[config.mk]
export PLATFORM = sky130hd
export DESIGN_NAME = clk_profile_sequencer
export DESIGN_NICKNAME = d
export VERILOG_FILES = /design/src/rtl/clk_profile_pkg.sv /design/src/rtl/clk_profile_table.sv /design/src/rtl/clk_profile_sequencer.sv
export SDC_FILE = /design/constraint.sdc
export NUM_CORES = 1
export LEC_CHECK = 0
export BUFFER_PORTS_ARGS = -buffer_cell sky130_fd_sc_hd__buf_2
export CAP_MARGIN = 20
export CORE_MARGIN = 8
export CORE_UTILIZATION = 60
export CTS_BUF_LIST = sky130_fd_sc_hd__clkbuf_8
export CTS_CLUSTER_DIAMETER = 100
export DETAILED_ROUTE_END_ITERATION = 16
export PLACE_DENSITY = 0.83
export SLEW_MARGIN = 20
export SYNTH_ARGS = -nofsm -noshare
export SYNTH_HDL_FRONTEND = slang
export SYNTH_SLANG_ARGS = --single-unit
[constraint.sdc]
create_clock -name i_clk -period 3.34 [get_ports i_clk]
set_input_delay 0.668 -clock i_clk [delete_from_list [all_inputs] [get_ports i_clk]]
set_output_delay 0.668 -clock i_clk [all_outputs]
set_load 0.05 [all_outputs]
[src/rtl/clk_profile_pkg.sv]
// -----------------------------------------------------------------------------
// clk_profile_pkg
// Shared types and constants for the clock-profile sequencer and its table.
//   state_e          : sequencer FSM states (idle / running)
//   profile_t        : one table entry {period_hi, period_lo, jitter, dwell}
//   RST_PERIOD       : default period loaded into outputs and table at reset
//   PROFILE_DWELL_W  : storage width of the dwell field; the sequencer's
//                      DWELL_W parameter must not exceed it
//   profile_default  : builds the reset value of a table entry
// -----------------------------------------------------------------------------
package clk_profile_pkg;

    localparam logic [7:0] RST_PERIOD      = 8'd4;
    localparam int         PROFILE_DWELL_W = 32;

    typedef enum logic [0:0] {
        ST_IDLE = 1'b0,
        ST_RUN  = 1'b1
    } state_e;

    typedef struct packed {
        logic [7:0]                 period_hi;
        logic [7:0]                 period_lo;
        logic [7:0]                 jitter;
        logic [PROFILE_DWELL_W-1:0] dwell;
    } profile_t;

    // Reset value of a table entry: default periods, no jitter, dwell of one edge.
    function automatic profile_t profile_default(input logic [7:0] rst_period);
        profile_t p;
        p.period_hi = rst_period;
        p.period_lo = rst_period;
        p.jitter    = 8'd0;
        p.dwell     = {{(PROFILE_DWELL_W-1){1'b0}}, 1'b1};
        return p;
    endfunction

endpackage

[src/rtl/clk_profile_table.sv]
// -----------------------------------------------------------------------------
// clk_profile_table
// N_PROFILE-entry register file of clock profiles.
//   clk, rst  : clock and synchronous active-high reset (entries -> defaults)
//   wr_en     : write strobe; wr_data lands in entry wr_idx at the clock edge
//   rd_idx    : combinational read address
//   rd_data   : entry at rd_idx (registered contents, so writes show next cycle)
// -----------------------------------------------------------------------------
module clk_profile_table
    import clk_profile_pkg::*;
#(
    parameter int         N_PROFILE      = 4,
    parameter logic [7:0] DEFAULT_PERIOD = 8'd4,
    localparam int        IDX_W          = $clog2(N_PROFILE)
) (
    input  logic             clk,
    input  logic             rst,
    input  logic             wr_en,
    input  logic [IDX_W-1:0] wr_idx,
    input  profile_t         wr_data,
    input  logic [IDX_W-1:0] rd_idx,
    output profile_t         rd_data
);

    profile_t mem_q [N_PROFILE];

    // Table storage: reset every entry to its default, otherwise accept one write.
    always_ff @(posedge clk) begin
        if (rst) begin
            for (int i = 0; i < N_PROFILE; i++) begin
                mem_q[i] <= profile_default(DEFAULT_PERIOD);
            end
        end else if (wr_en) begin
            mem_q[wr_idx] <= wr_data;
        end
    end

    assign rd_data = mem_q[rd_idx];

endmodule

[src/rtl/clk_profile_sequencer.sv]
// -----------------------------------------------------------------------------
// clk_profile_sequencer
// Steps a jittered clock generator through a table of profiles. Each profile
// is held for its programmed number of rising edges of the generated clock,
// after which the next entry is applied, the sequence wraps (loop) or ends.
//
// Ports
//   i_clk, i_rst              : root clock, synchronous active-high reset
//   i_wrEn/i_wrIdx/i_wr*      : table write port (accepted in any state)
//   i_lastIdx                 : final entry of the sequence (sampled each cycle)
//   i_loop                    : wrap to entry 0 after the final entry
//   i_start / i_stop          : begin at entry 0 / abort (stop wins)
//   i_genClk                  : generator output clock, sampled as data
//   o_periodHi/Lo, o_jitterControl : profile currently applied
//   o_profileIdx              : index of the applied entry
//   o_busy                    : sequence running
//   o_update                  : one-cycle pulse when a profile is applied
//   o_done                    : one-cycle pulse when a non-looping run ends
// All outputs are registered. DWELL_W must not exceed PROFILE_DWELL_W.
// -----------------------------------------------------------------------------
module clk_profile_sequencer #(
    parameter int         N_PROFILE  = 4,
    parameter int         DWELL_W    = 16,
    parameter logic [7:0] RST_PERIOD = 8'd4,
    localparam int        IDX_W      = $clog2(N_PROFILE)
) (
    input  logic               i_clk,
    input  logic               i_rst,
    input  logic               i_wrEn,
    input  logic [IDX_W-1:0]   i_wrIdx,
    input  logic [7:0]         i_wrPeriodHi,
    input  logic [7:0]         i_wrPeriodLo,
    input  logic [7:0]         i_wrJitter,
    input  logic [DWELL_W-1:0] i_wrDwell,
    input  logic [IDX_W-1:0]   i_lastIdx,
    input  logic               i_loop,
    input  logic               i_start,
    input  logic               i_stop,
    input  logic               i_genClk,
    output logic [7:0]         o_periodHi,
    output logic [7:0]         o_periodLo,
    output logic [7:0]         o_jitterControl,
    output logic [IDX_W-1:0]   o_profileIdx,
    output logic               o_busy,
    output logic               o_update,
    output logic               o_done
);

    import clk_profile_pkg::*;

    state_e             state_q, state_d;
    logic [IDX_W-1:0]   idx_q, idx_d, rd_idx;
    logic [DWELL_W-1:0] cnt_q, cnt_d, cnt_load;
    logic [7:0]         hi_q, hi_d, lo_q, lo_d, jit_q, jit_d;
    logic               busy_q, busy_d, update_q, update_d, done_q, done_d;
    logic               gen_prev_q, rise, at_last, apply;
    profile_t           wr_profile, rd_profile;

    assign wr_profile.period_hi = i_wrPeriodHi;
    assign wr_profile.period_lo = i_wrPeriodLo;
    assign wr_profile.jitter    = i_wrJitter;
    assign wr_profile.dwell     = PROFILE_DWELL_W'(i_wrDwell);

    clk_profile_table #(
        .N_PROFILE      (N_PROFILE),
        .DEFAULT_PERIOD (RST_PERIOD)
    ) u_table (
        .clk     (i_clk),
        .rst     (i_rst),
        .wr_en   (i_wrEn),
        .wr_idx  (i_wrIdx),
        .wr_data (wr_profile),
        .rd_idx  (rd_idx),
        .rd_data (rd_profile)
    );

    assign rise = i_genClk & ~gen_prev_q;

    // ">=" rather than "==" so that lowering i_lastIdx below the running index
    // ends the sequence at the next advance instead of running on to wrap.
    assign at_last = (idx_q >= i_lastIdx);

    // A stored dwell of zero behaves as one edge; the full-width compare keeps
    // the zero test exact regardless of the storage width.
    assign cnt_load = (rd_profile.dwell == {PROFILE_DWELL_W{1'b0}}) ?
                      DWELL_W'(1'b1) : rd_profile.dwell[DWELL_W-1:0];

    // Address of the entry the next application will use: idx+1 while running
    // short of the last entry, entry 0 for a fresh start or a loop wrap.
    always_comb begin
        rd_idx = {IDX_W{1'b0}};
        if ((state_q == ST_RUN) && !at_last) begin
            rd_idx = idx_q + IDX_W'(1'b1);
        end else begin
            rd_idx = {IDX_W{1'b0}};
        end
    end

    // FSM next state, dwell counting and next values of the output registers.
    always_comb begin
        state_d  = state_q;
        idx_d    = idx_q;
        cnt_d    = cnt_q;
        hi_d     = hi_q;
        lo_d     = lo_q;
        jit_d    = jit_q;
        update_d = 1'b0;
        done_d   = 1'b0;
        apply    = 1'b0;

        case (state_q)
            ST_IDLE: begin
                if (i_start && !i_stop) begin
                    apply   = 1'b1;
                    state_d = ST_RUN;
                end else begin
                    state_d = ST_IDLE;
                end
            end
            ST_RUN: begin
                if (i_stop) begin
                    state_d = ST_IDLE;
                end else if (rise) begin
                    if (cnt_q != DWELL_W'(1'b1)) begin
                        cnt_d = cnt_q - DWELL_W'(1'b1);
                    end else if (!at_last || i_loop) begin
                        apply = 1'b1;
                    end else begin
                        state_d = ST_IDLE;
                        done_d  = 1'b1;
                    end
                end else begin
                    state_d = ST_RUN;
                end
            end
            default: begin
                state_d = ST_IDLE;
            end
        endcase

        if (apply) begin
            idx_d    = rd_idx;
            cnt_d    = cnt_load;
            hi_d     = rd_profile.period_hi;
            lo_d     = rd_profile.period_lo;
            jit_d    = rd_profile.jitter;
            update_d = 1'b1;
        end else begin
            update_d = 1'b0;
        end

        busy_d = (state_d == ST_RUN);
    end

    // State, counter, edge-detect history and output registers.
    always_ff @(posedge i_clk) begin
        if (i_rst) begin
            state_q    <= ST_IDLE;
            idx_q      <= {IDX_W{1'b0}};
            cnt_q      <= DWELL_W'(1'b1);
            hi_q       <= RST_PERIOD;
            lo_q       <= RST_PERIOD;
            jit_q      <= 8'd0;
            busy_q     <= 1'b0;
            update_q   <= 1'b0;
            done_q     <= 1'b0;
            gen_prev_q <= 1'b0;
        end else begin
            state_q    <= state_d;
            idx_q      <= idx_d;
            cnt_q      <= cnt_d;
            hi_q       <= hi_d;
            lo_q       <= lo_d;
            jit_q      <= jit_d;
            busy_q     <= busy_d;
            update_q   <= update_d;
            done_q     <= done_d;
            gen_prev_q <= i_genClk;
        end
    end

    assign o_periodHi      = hi_q;
    assign o_periodLo      = lo_q;
    assign o_jitterControl = jit_q;
    assign o_profileIdx    = idx_q;
    assign o_busy          = busy_q;
    assign o_update        = update_q;
    assign o_done          = done_q;

endmodule

# [Yosys cells after proc, flatten, opt, wreduce, memory -nomap -nowiden]
# Memories as Yosys holds them, arrays and structs flattened.
# Cells that the tools add are included.
[classes] add_sub_neg=2 magnitude_cmp=1 n_eq_ne=2 muxes=27 bitwise_logic=4 reduce_logical=12
[ops] cell="$mux 16" n=6
[ops] cell="$mux 40" n=1
[ops] cell="$reduce_or 40->1" n=1
[ops] cell="$logic_not 32->1" n=1
[ops] cell="$mux 1" n=16
[ops] cell="$ne 16x1->1 const B" n=1
[ops] cell="$sub 16x1->16 const B" n=1
[ops] cell="$reduce_bool 2->1" n=3
[ops] cell="$reduce_or 5->1" n=1
[ops] cell="$mux 2" n=2
[ops] cell="$pmux 1 s2" n=2
[ops] cell="$reduce_and 4->1" n=1
[ops] cell="$not 1->1" n=3
[ops] cell="$add 2x1->2 const B" n=1
[ops] cell="$ge 2x2->1" n=1
[ops] cell="$logic_and 1x1->1" n=2
[ops] cell="$logic_not 1->1" n=2
[ops] cell="$ne 2x1->1 const B" n=1
[ops] cell="$and 1x1->1" n=1
[ops] cell="$logic_or 1x1->1" n=1
[word_totals] register_bits=46 ram_bits=160 input_bits=51 n_memories=1
[mem_list] name="u_table.mem_q" depth=4 word_bits=40 read_ports=1 rd_ports_with_merged_regs=0 wr=4 line_no="clk_profile_table.sv:25" text="profile_t mem_q [N_PROFILE];"

# [Logic depth before layout (Yosys ltp)]
[depth] ltp_word=10 mapped_depth=13 ltp_nobuf=9

# [By module]
# Synthesis repeated with hierarchy kept, for this count alone.
[unflattened] hier_cells=848 area_unflattened_um2=12106.6
[by_module_without_submodules] mod="clk_profile_table" instances=1 cells_each=550 area_per_inst_um2=9691.8
[by_module_without_submodules] mod="clk_profile_sequencer" instances=1 cells_each=298 area_per_inst_um2=2414.8

# [Least setup slack after synthesis]
# No wires, ideal clock.
[synth_timing] path_kind="register to register" from="register idx_q[0] (netlist: o_profileIdx[0])" to="register cnt_q[0]" arrival_ps=3049 required_ps=3266 setup_slack_ps=217 stages_incl_launch_ff=12 cell_sequence="dfxtp_1 > inv_1 > clkbuf_1 > ha_1 > nand2b_4 > a2111o_1 > buf_2 > o32ai_1 > a211oi_1 > nor4_1 > nand4_1 > a31oi_1"
[synth_between] elab_chain_len=10 elab_cells_between_ends=20 classes_between="add/sub (1); order compare (1); eq/ne (1); mux (8); reduce/logical (8); memory (1)"
[synth_rtl] item="from (decl)" line_no="clk_profile_sequencer.sv:52" text="logic [IDX_W-1:0] idx_q, idx_d, rd_idx;"
[synth_rtl] item="from (signal assigned)" line_no="clk_profile_sequencer.sv:159" text="idx_q <= {IDX_W{1'b0}};"
[synth_rtl] item="from (signal assigned)" line_no="clk_profile_sequencer.sv:170" text="idx_q <= idx_d;"
[synth_rtl] item="$ge 2x2->1" line_no="clk_profile_sequencer.sv:81" text="assign at_last = (idx_q >= i_lastIdx);"
[synth_rtl] item="$logic_not 1->1" line_no="clk_profile_sequencer.sv:92, clk_profile_sequencer.sv:126"
[synth_rtl] item="$logic_or 1x1->1" line_no="clk_profile_sequencer.sv:126" text="end else if (!at_last || i_loop) begin"
[synth_rtl] item="$mux 1" line_no="clk_profile_sequencer.sv:126"
[synth_rtl] item="$mux 1" line_no="clk_profile_sequencer.sv:124" text="if (cnt_q != DWELL_W'(1'b1)) begin"
[synth_rtl] item="$mux 1" line_no="clk_profile_sequencer.sv:123" text="end else if (rise) begin"
[synth_rtl] item="$mux 1" line_no="clk_profile_sequencer.sv:121" text="if (i_stop) begin"
[synth_rtl] item="$pmux 1 s2" line_no="clk_profile_sequencer.sv:111" text="case (state_q)"
[synth_rtl] item="$ne 2x1->1 (no source line) / $reduce_bool 2->1 (equally long branches)"
[synth_rtl] item="$reduce_and 4->1 (no source line)"
[synth_rtl] item="to (signal assigned)" line_no="clk_profile_sequencer.sv:160" text="cnt_q <= DWELL_W'(1'b1);"
[synth_rtl] item="to (signal assigned)" line_no="clk_profile_sequencer.sv:171" text="cnt_q <= cnt_d;"
[synth_rtl] item="to (decl)" line_no="clk_profile_sequencer.sv:53" text="logic [DWELL_W-1:0] cnt_q, cnt_d, cnt_load;"
# Parallel ways exist; a longest one is shown, timed or not.
# A chain may end at the register's enable or synchronous reset.

# [Worst setup path in the final report]
[layout_timing] from="register cnt_q[0]" to="register cnt_q[15]"
[layout_between] elab_chain_len=7 elab_cells_between_ends=16 classes_between="add/sub (1); eq/ne (2); mux (9); reduce/logical (4)"
[layout_rtl] item="branches (longest 7 deep; another with $sub 16x1->16)"
# Several ways; the timed one is not identified. The select of a mux whose other input is x is not followed.

==> flow_metrics.env <==
export IMPL_switchingPower_mw=1.42
export IMPL_internal_power_mw=4.25
export IMPL_tightest_slew_ns=0.795
export IMPL_start_kind="flop"
export IMPL_dpl_worst_slack_ns=0.413
export IMPL_cts_root_buf="clkbuf_8"
export IMPL_rows=46
export IMPL_status="complete, no violations"
export IMPL_detail_route_antenna_nets=0
export IMPL_setup_violations_final=0
export IMPL_ys_seq_area_frac=0.606
export IMPL_powerDensity_mw_per_mm2=527
export IMPL_die_area_sq_mm=0.0200
export IMPL_clkTransAtPathRegs_ns=0.06
export IMPL_cp_end_kind="flop"
export IMPL_routedWlPerCell_um=18.6
export IMPL_hold_viol_final=0
export IMPL_r2r_setup_slack_ns=0.68
export IMPL_min_path_type="in -> reg"
export IMPL_first_global_vias=6773
export IMPL_ys_ff_latch=206
export IMPL_clockBufferDepth=3
export IMPL_reg2reg_from="cnt_q[0]"
export IMPL_hpwl_um=13800
export IMPL_yosys_warnings=0
export IMPL_required_ns=3.73
export IMPL_max_slew_margin=0.466
export IMPL_cts_setup_buffers=0
export IMPL_initialDrtViolationCount=723
export IMPL_grtUsageTotal=0.224
export IMPL_pwr_share_seq=0.532
export IMPL_slew_violations=0
export IMPL_register_area_sq_mm=0.00573
export IMPL_grt_start_max_net_pins=49
export IMPL_period_minus_slack_ns=2.66
export IMPL_setup_worst_path_class="reg -> reg"
export IMPL_gp_congestion=0.912
export IMPL_power_leakage_nw=4.06
export IMPL_ctsHtreeMaxLevel=2
export IMPL_setup_tns_ns=0
export IMPL_min_to="o_done"
export IMPL_grt_overflow=0
export IMPL_cap_violations=0
export IMPL_r2r_end="cnt_q[15]"
export IMPL_power_share_clock=0.371
export IMPL_rr_worst_depth=8
export IMPL_hp_start="i_stop"
export IMPL_numClockSinks=206
export IMPL_power_frac_comb=0.096
export IMPL_post_cts_resized=0
export IMPL_num_io_pins=80
export IMPL_setup_ws_ns=0.682
export IMPL_antennaDiodeCount=0
export IMPL_initial_core_util=0.603
export IMPL_drc=0
export IMPL_finalCritPeriodShare=0.796
export IMPL_dp_cells=1127
export IMPL_via_count=6850
export IMPL_stdcell_count=1189
export IMPL_cts_buffers=35
export IMPL_synth_edf_count=160
export IMPL_cts_tree="built"
export IMPL_nets=1003
export IMPL_hold_depth=2
export IMPL_drive_gt1_frac=0.171
export IMPL_synth_distinct_cells=58
export IMPL_postLayoutCellArea_sq_mm=0.0108
export IMPL_async_reset_ff_frac=0
export IMPL_ir_worst_vdd_mv=0.297
export IMPL_rsz0062_at_grt="no"
export IMPL_multi_input_comb_area_sq_mm=0.00346
export IMPL_critPathBufInv=0
export IMPL_wirelength_um=22100
export IMPL_dpl_cell_area_sq_mm=0.0101
export IMPL_synth_main_ff_cell="edfxtp_1"
export IMPL_max_freq_mhz=376
export IMPL_syn_instance_count=866
export IMPL_crit_chain="ha_1 > nor3b_1 > nand4_4 > a211oi_4 > or2_1 > nor2_1 > a22o_1 > o2bb2ai_1"
export IMPL_drt_pass1_iterations=5
export IMPL_die_w_um=141
export IMPL_netlist_area_sq_mm=0.00945
export IMPL_vias_per_cell=5.76
export IMPL_numPortBuffers=79
export IMPL_core_area_sq_mm=0.0157
export IMPL_p_sw_frac=0.250
export IMPL_max_stage_delay_ns=0.50
export IMPL_hold_buffers=0
export IMPL_finClkSkew_ns=0.0270
export IMPL_slowest_stage="or2_1"
export IMPL_syn_area_per_cell_sq_um=10.9
export IMPL_grt_pass1_wl_um=35300
export IMPL_crit_arrival_ns=3.05
export IMPL_die_h_um=141
export IMPL_nFillCells=1184
export IMPL_cp_top_family="simple AND/OR/NAND/NOR gates"
export IMPL_syn_to_final_growth_pct=13.9
export IMPL_syn_nets=921
export IMPL_worstSkewPairLatency_ns=0.52
export IMPL_antenna_found_initial=1
export IMPL_crit_fanout=16
[sequential cells by signal, summed over array words and instances (netlist names), 2 cells and up]
| name | cells |
|---|---|
| u_table.mem_q | 160 |
| cnt_q | 16 |
| o_jitterControl | 8 |
| o_periodHi | 8 |
| o_periodLo | 8 |
| o_profileIdx | 2 |
[metrics by stage]
step / util / hold slack [ns] / power [mW]
4_1_cts: 0.688 / 0.347 / 5.70
3_5_place_dp: 0.646 / 0.445 / 3.61
6_report: 0.688 / 0.367 / 5.67
3_3_place_gp: 0.646 / 0.439 / 3.59
2_1_floorplan: - / 0.472 / 3.41
5_1_grt: 0.688 / 0.363 / 5.89
[per-layer routing]
metal | vias up | wire length, um | track usage
met5 | - | 10 | 0
met4 | 2 | 594 | 0.100
met3 | 51 | 1880 | 0.0521
met2 | 312 | 10700 | 0.363
met1 | 3254 | 8940 | 0.283
li1 | 3231 | - | -
[final cells by class]
| class | instances | area share |
|---|---|---|
| Clock inverter | 24 | 0.0120 |
| Tap cell | 216 | 0.0251 |
| Inverter | 10 | 0.00349 |
| Multi-Input combinational cell | 593 | 0.321 |
| Sequential cell | 206 | 0.532 |
| Clock buffer | 38 | 0.0486 |
| Timing Repair Buffer | 102 | 0.0574 |
[synth_stat cells, drive strengths merged, types with 3 or more instances]
cell / count / area, sq um
nor3b: 6 / 45.0
nand2b: 15 / 101
a21oi: 38 / 190
inv: 10 / 37.5
ha: 4 / 50.1
nand3: 70 / 350
nand2: 134 / 503
or2: 4 / 25.0
o32ai: 14 / 123
and3: 3 / 18.8
o21a: 3 / 22.5
nand4: 4 / 40.0
a211oi: 24 / 198
and2: 154 / 963
nor2b: 3 / 18.8
o21ai: 19 / 95.1
nor4: 9 / 83.8
dfxtp: 46 / 921
buf: 19 / 109
mux2i: 19 / 190
nor2: 36 / 138
clkbuf: 38 / 143
edfxtp: 160 / 4800
nor3: 10 / 55.1
[worst max-delay path by stage]
stage | to | slack, ns | startpoint | cells past startpoint
2_1_floorplan | cnt_q[0] | 0.22 | o_profileIdx[0] | 11
3_3_place_gp | cnt_q[0] | 0.48 | i_lastIdx[0] | 9
3_5_place_dp | cnt_q[0] | 0.41 | i_lastIdx[0] | 9
4_1_cts | cnt_q[15] | 0.73 | cnt_q[0] | 8
5_1_grt | cnt_q[5] | 0.50 | cnt_q[0] | 8
6_report | cnt_q[15] | 0.68 | cnt_q[0] | 8
[cells in the final DEF, fill, tap and decap left out, types with 22 or more instances in the layout]
master / count
buf_2: 79
nand2_1: 134
a21oi_1: 38
and2_1: 153
a211oi_1: 22
inv_1: 24
nand3_1: 70
clkbuf_8: 38
edfxtp_1: 160
dfxtp_1: 46
nor2_1: 35
[kinds of logic after synthesis]
logic type	Yosys count	share of synthesized area
buffers and inverters	67	0.0306
AO/OA/AOI/OAI	118	0.0865
AND/OR/NAND/NOR	451	0.250
flip-flops	206	0.606
multiplexers	19	0.0201
XOR/XNOR	1	0.000927
adder cells (fa/ha/maj)	4	0.00530
[power by group through the flow]
stage / clock network (mW) / logic [mW] / registers [mW]
after floorplan: 0 / 0.305 / 3.11
after global placement: 0 / 0.532 / 3.06
after detailed placement: 0 / 0.544 / 3.07
after CTS: 2.13 / 0.546 / 3.02
after global routing: 2.26 / 0.595 / 3.03
final: 2.11 / 0.546 / 3.02
Note: power is estimated with default switching activity, not from simulation.
